[src/rtl/spi_pkg.sv]
// Shared types and defaults for the SPI master slice.
package spi_pkg;

  localparam int DEF_DATA_W  = 8;
  localparam int DEF_CLK_DIV = 4;

  // Only mode 0 is implemented; kept for future mode support.
  localparam logic SPI_CPOL = 1'b0;
  localparam logic SPI_CPHA = 1'b0;

  typedef enum logic [2:0] {
    IDLE,
    SETUP,
    XFER,
    HOLD,
    GAP
  } spi_state_e;

endpackage

[src/rtl/spi_clk_gen.sv]
// SCLK divider: counts while enabled, emits edge strobes and registered sclk.
module spi_clk_gen
  import spi_pkg::*;
#(
  parameter int CLK_DIV = DEF_CLK_DIV
) (
  input  logic clk,
  input  logic rst,
  input  logic en,
  input  logic sclk_en,
  output logic tick,
  output logic rise_stb,
  output logic fall_stb,
  output logic sclk
);

  localparam int CW = $clog2(CLK_DIV);

  logic [CW-1:0] div_cnt_q, div_cnt_d;
  logic          sclk_q, sclk_d;

  always_comb begin
    tick      = en && (div_cnt_q == CW'(CLK_DIV - 1));
    rise_stb  = tick && sclk_en && !sclk_q;
    fall_stb  = tick && sclk_en && sclk_q;
    sclk_d    = sclk_q ^ (rise_stb | fall_stb);
    div_cnt_d = div_cnt_q + CW'(1);
    if (!en || tick) div_cnt_d = '0;
  end

  always_ff @(posedge clk) begin
    if (rst) begin
      div_cnt_q <= '0;
      sclk_q    <= SPI_CPOL;
    end else begin
      div_cnt_q <= div_cnt_d;
      sclk_q    <= sclk_d;
    end
  end

  assign sclk = sclk_q;

endmodule

[src/rtl/spi_master.sv]
// Mode-0 SPI master: FSM plus shift registers, SCLK from spi_clk_gen.
module spi_master
  import spi_pkg::*;
#(
  parameter int DATA_W  = DEF_DATA_W,
  parameter int CLK_DIV = DEF_CLK_DIV
) (
  input  logic              clk,
  input  logic              rst,
  input  logic              start,
  input  logic [DATA_W-1:0] tx_data,
  output logic              busy,
  output logic              done,
  output logic [DATA_W-1:0] rx_data,
  output logic              sclk,
  output logic              ss,
  output logic              mosi,
  input  logic              miso
);

  localparam int BW = $clog2(DATA_W + 1);

  spi_state_e        state_q, state_d;
  logic [DATA_W-1:0] tx_sr_q, tx_sr_d;
  logic [DATA_W-1:0] rx_sr_q, rx_sr_d;
  logic [DATA_W-1:0] rx_data_q, rx_data_d;
  logic [BW-1:0]     bit_cnt_q, bit_cnt_d;
  logic              busy_q, busy_d;
  logic              done_q, done_d;
  logic              ss_q, ss_d;
  logic              mosi_q, mosi_d;
  logic              cg_en, sclk_en;
  logic              tick, rise_stb, fall_stb;

  // The final low half-period runs in XFER with toggling disabled.
  assign cg_en   = (state_q != IDLE);
  assign sclk_en = (state_q == SETUP) ||
                   ((state_q == XFER) && (bit_cnt_q != BW'(DATA_W)));

  spi_clk_gen #(
    .CLK_DIV (CLK_DIV)
  ) u_clk_gen (
    .clk      (clk),
    .rst      (rst),
    .en       (cg_en),
    .sclk_en  (sclk_en),
    .tick     (tick),
    .rise_stb (rise_stb),
    .fall_stb (fall_stb),
    .sclk     (sclk)
  );

  always_comb begin
    state_d   = state_q;
    tx_sr_d   = tx_sr_q;
    rx_sr_d   = rx_sr_q;
    rx_data_d = rx_data_q;
    bit_cnt_d = bit_cnt_q;
    busy_d    = busy_q;
    done_d    = 1'b0;
    ss_d      = ss_q;
    mosi_d    = mosi_q;
    unique case (state_q)
      IDLE: begin
        if (start) begin
          state_d   = SETUP;
          tx_sr_d   = tx_data;
          mosi_d    = tx_data[DATA_W-1];
          bit_cnt_d = '0;
          ss_d      = 1'b0;
          busy_d    = 1'b1;
        end
      end
      SETUP: begin
        if (tick) state_d = XFER;
      end
      XFER: begin
        if (fall_stb) begin
          rx_sr_d   = {rx_sr_q[DATA_W-2:0], miso};
          bit_cnt_d = bit_cnt_q + BW'(1);
          if (bit_cnt_q != BW'(DATA_W - 1)) begin
            tx_sr_d = {tx_sr_q[DATA_W-2:0], 1'b0};
            mosi_d  = tx_sr_q[DATA_W-2];
          end
        end else if (tick && (bit_cnt_q == BW'(DATA_W))) begin
          state_d = HOLD;
        end
      end
      HOLD: begin
        if (tick) begin
          state_d   = GAP;
          ss_d      = 1'b1;
          rx_data_d = rx_sr_q;
          done_d    = 1'b1;
          mosi_d    = 1'b0;
        end
      end
      GAP: begin
        if (tick) begin
          state_d = IDLE;
          busy_d  = 1'b0;
        end
      end
      default: state_d = IDLE;
    endcase
  end

  always_ff @(posedge clk) begin
    if (rst) begin
      state_q   <= IDLE;
      tx_sr_q   <= '0;
      rx_sr_q   <= '0;
      rx_data_q <= '0;
      bit_cnt_q <= '0;
      busy_q    <= 1'b0;
      done_q    <= 1'b0;
      ss_q      <= 1'b1;
      mosi_q    <= 1'b0;
    end else begin
      state_q   <= state_d;
      tx_sr_q   <= tx_sr_d;
      rx_sr_q   <= rx_sr_d;
      rx_data_q <= rx_data_d;
      bit_cnt_q <= bit_cnt_d;
      busy_q    <= busy_d;
      done_q    <= done_d;
      ss_q      <= ss_d;
      mosi_q    <= mosi_d;
    end
  end

  assign busy    = busy_q;
  assign done    = done_q;
  assign rx_data = rx_data_q;
  assign ss      = ss_q;
  assign mosi    = mosi_q;

endmodule

[config.mk]
export PLATFORM = sky130hd
export DESIGN_NAME = spi_master
export DESIGN_NICKNAME = d
export VERILOG_FILES = /design/src/rtl/spi_pkg.sv /design/src/rtl/spi_clk_gen.sv /design/src/rtl/spi_master.sv
export SDC_FILE = /design/constraint.sdc
export NUM_CORES = 1
export LEC_CHECK = 0
export ABC_AREA = 1
export CAP_MARGIN = 20
export CORE_MARGIN = 2
export CORE_UTILIZATION = 48
export CTS_CLUSTER_SIZE = 28
export DETAILED_ROUTE_END_ITERATION = 12
export GPL_ROUTABILITY_DRIVEN = 0
export HOLD_SLACK_MARGIN = 0.1
export PLACE_DENSITY = 0.79
export SYNTH_ARGS = -nofsm -noshare
export SYNTH_HDL_FRONTEND = slang
export SYNTH_SLANG_ARGS = --single-unit
[constraint.sdc]
create_clock -name clk -period 1.6 [get_ports clk]
set_input_delay 0.16 -clock clk [delete_from_list [all_inputs] [get_ports clk]]
set_output_delay 0.16 -clock clk [all_outputs]
set_load 0.02 [all_outputs]
==> metrics.txt <==
result of the run complete, but fails checks; failing checks setup timing; skew final 0.0152 ns; Reg2Reg Depth 11; router iterations before antenna repair 4; DP HPWL 2480 um; 1st-iter DRT viols 68; worst slew pin tran ~0.26 ns; clk_lat worst skew 0.36 ns; GR Overflow Total 0; # clock sinks 37; Leak 1.02 nW; fillers 266; Worst VDD drop about 550 uV; flops & latches, synth 37; layout cells sized above 1 0.300; Cell Area, Synth roughly 1700 um^2; final hold violation count 0; die width 62.9 um; num rows 21; WL per Instance 12.6 um; die area between 3000 and 4000 um^2; FF-to-FF setup slack -0.21 ns; CTS Root Buffer Type clkbuf_4; DRC 0; Total GRT Usage 0.206; CTS tree done; initial core utilization 0.500; most frequent cell after synthesis nor2_1; # diodes 0; Crit Path Category flip-flop to flip-flop; worst setup margin -0.210 ns; antenna violations before repair 0; # IOs 25; chip height 62.9 um; fmax 552 MHz; startpoint type of the worst setup path flip-flop; hold crit path type input port to flip-flop; syn_area_per_cell 7.13 um^2; nets a little over 300; Syn-to-layout area delta 43.0%; Yosys top cell area share 0.444; Non-Filler Instances 333; Critical R2R Launch bit_cnt_q[1]; unrepaired setup endpoints after global routing true; Core Region 3340 um^2; maximum fanout along the worst path 5; hold_buf cts 0; CTS Buf Count 5; hold_sp miso; clock transition at the registers of the reported paths around 0.12 ns; Cells after Synth 234; PD cells 1280 nW/um^2; CTS max path bufs 2; Endpoint, Worst Hold rx_sr_q[0]; Req. time, crit path between 1.5 and 2 ns; WP data arrival 2.08 ns; Final Cycle Share 1.13; Syn. warnings 0; Post-Route WL 4210 um; H-tree depth 2; Final Max Tran Viols 0; EDFF count, synth 0; async set-reset flop share out of synthesis 0; final hold slack about 0.43 ns; vias in the first global route 1498; register area about 750 um^2; global-route wire length before repair 6470 um; CP Capture Type flip-flop; # port buffers 24; Max-Cap Viols 0; largest net degree at the start of global routing 21; Synth Flop Type dfxtp_1; sequential share of the synthesized area 0.444; DP Cell Count 315; Cells on Worst Hold Path 3; vias per cell 5.00; post-route minimum period around 1.8 ns; post-route ant nets 0; r2r endpoint rx_sr_q[7]; Synth area leaders dfxtp_1, nor2_1, nand2_1, inv_1, o21ai_0; final setup vio count 22; Synth area leader dfxtp_1; Multi-input gate area 892 um^2; synth unique cells 21; Synth Net Count 250; Rel. slew slack 0.825; commonest cells in the netlist nor2_1, nand2_1, dfxtp_1; total number of vias 1665
[stage by stage]
stage	total power [W]	util	setup slack (ns)	TNS, ns	instance area (um^2)
after global placement	0.00217	0.627	-0.0879	-1.04	2090
after detailed placement	0.00220	0.627	-0.184	-2.71	2090
after floorplan	0.00191	-	-0.0312	-0.430	1690
after CTS	0.00284	0.676	-0.0712	-0.394	2250
final	0.00305	0.715	-0.210	-3.04	2380
after global routing	0.00323	0.715	-0.276	-4.86	2380
[placed cells by master, fill, tap and decap left out]
cell type / count
clkinv_2: 1
clkinvlp_4: 1
buf_8: 1
a21oi_1: 15
buf_6: 1
a21oi_2: 2
buf_12: 1
ha_1: 2
ha_4: 1
inv_1: 28
o21ai_0: 11
ha_2: 1
clkbuf_4: 5
dfxtp_2: 4
inv_2: 5
nand2_4: 4
nor2_2: 3
nand3_1: 8
nor2_4: 3
nand4_1: 3
nor2_1: 38
nor3_1: 1
clkinv_8: 1
nand2_2: 11
nand3_4: 4
nand3_2: 3
dfxtp_4: 1
inv_4: 2
buf_4: 25
o21ai_1: 13
o21ai_2: 5
nand2_1: 26
clkdlybuf4s50_1: 24
dfxtp_1: 32
inv_6: 1
[layout make-up]
cell class / count / area share
Clock buffer: 5 / 0.0157
Multi-Input combinational cell: 154 / 0.374
Timing Repair Buffer: 52 / 0.199
Clock inverter: 3 / 0.00892
Sequential cell: 37 / 0.314
Tap cell: 46 / 0.0241
Inverter: 36 / 0.0640
[worst max-delay path by stage]
stage / to / cells after the start / slack [ns] / startpoint
after global routing: rx_sr_q[3] / 11 / -0.28 / state_q[2]
final: rx_sr_q[7] / 11 / -0.21 / bit_cnt_q[1]
after global placement: bit_cnt_q[3] / 11 / -0.09 / bit_cnt_q[0]
after detailed placement: bit_cnt_q[0] / 11 / -0.18 / bit_cnt_q[0]
after CTS: state_q[1] / 11 / -0.07 / bit_cnt_q[0]
after floorplan: rx_sr_q[0] / 10 / -0.03 / state_q[2]
[timing repair]
item,CTS,global route
gates resized for setup,27,30
pin swaps,12,17
endpoints found under the setup margin,22,22
gates cloned,1,1
buffers inserted,6,2
[report_power, final]
part           switching [W]  internal [W]
combinational       0.000815      0.000560
sequential         0.0000794       0.00108
clock               0.000342      0.000174
[layer usage]
layer	vias to the layer above	global-route usage	share of wire
met1	763	0.245	0.42
met4	0	0.117	0.036
met5	-	0	0
met2	43	0.338	0.49
li1	845	-	-
met3	14	0.0523	0.048
[flip-flops by register name, indices dropped and copies added, names as in the netlist]
signal               count
done                     1
u_clk_gen.div_cnt_q      2
u_clk_gen.sclk           1
mosi                     1
bit_cnt_q                4
rx_data                  8
rx_sr_q                  8
ss                       1
busy                     1
tx_sr_q                  7
state_q                  3
[cells by family (layout without fill, tap and decap cells)]
kind of cell | Yosys count | in the layout | share of synthesized area
compound gates | 46 | 46 | 0.140
flops | 37 | 37 | 0.444
fa+ha+maj | 4 | 4 | 0.0300
buf+inv | 44 | 96 | 0.110
simple gates | 103 | 104 | 0.276
[critical path, cell delays in order, from the launching register on]
cell	delay [ns]
dfxtp_2	0.35
inv_2	0.05
ha_4	0.16
nand3_4	0.07
nand2_4	0.06
a21oi_2	0.15
ha_2	0.20
nand4_1	0.17
buf_4	0.21
buf_8	0.14
o21ai_2	0.10
nor2_1	0.05
Power figures use the tool's default switching activity.
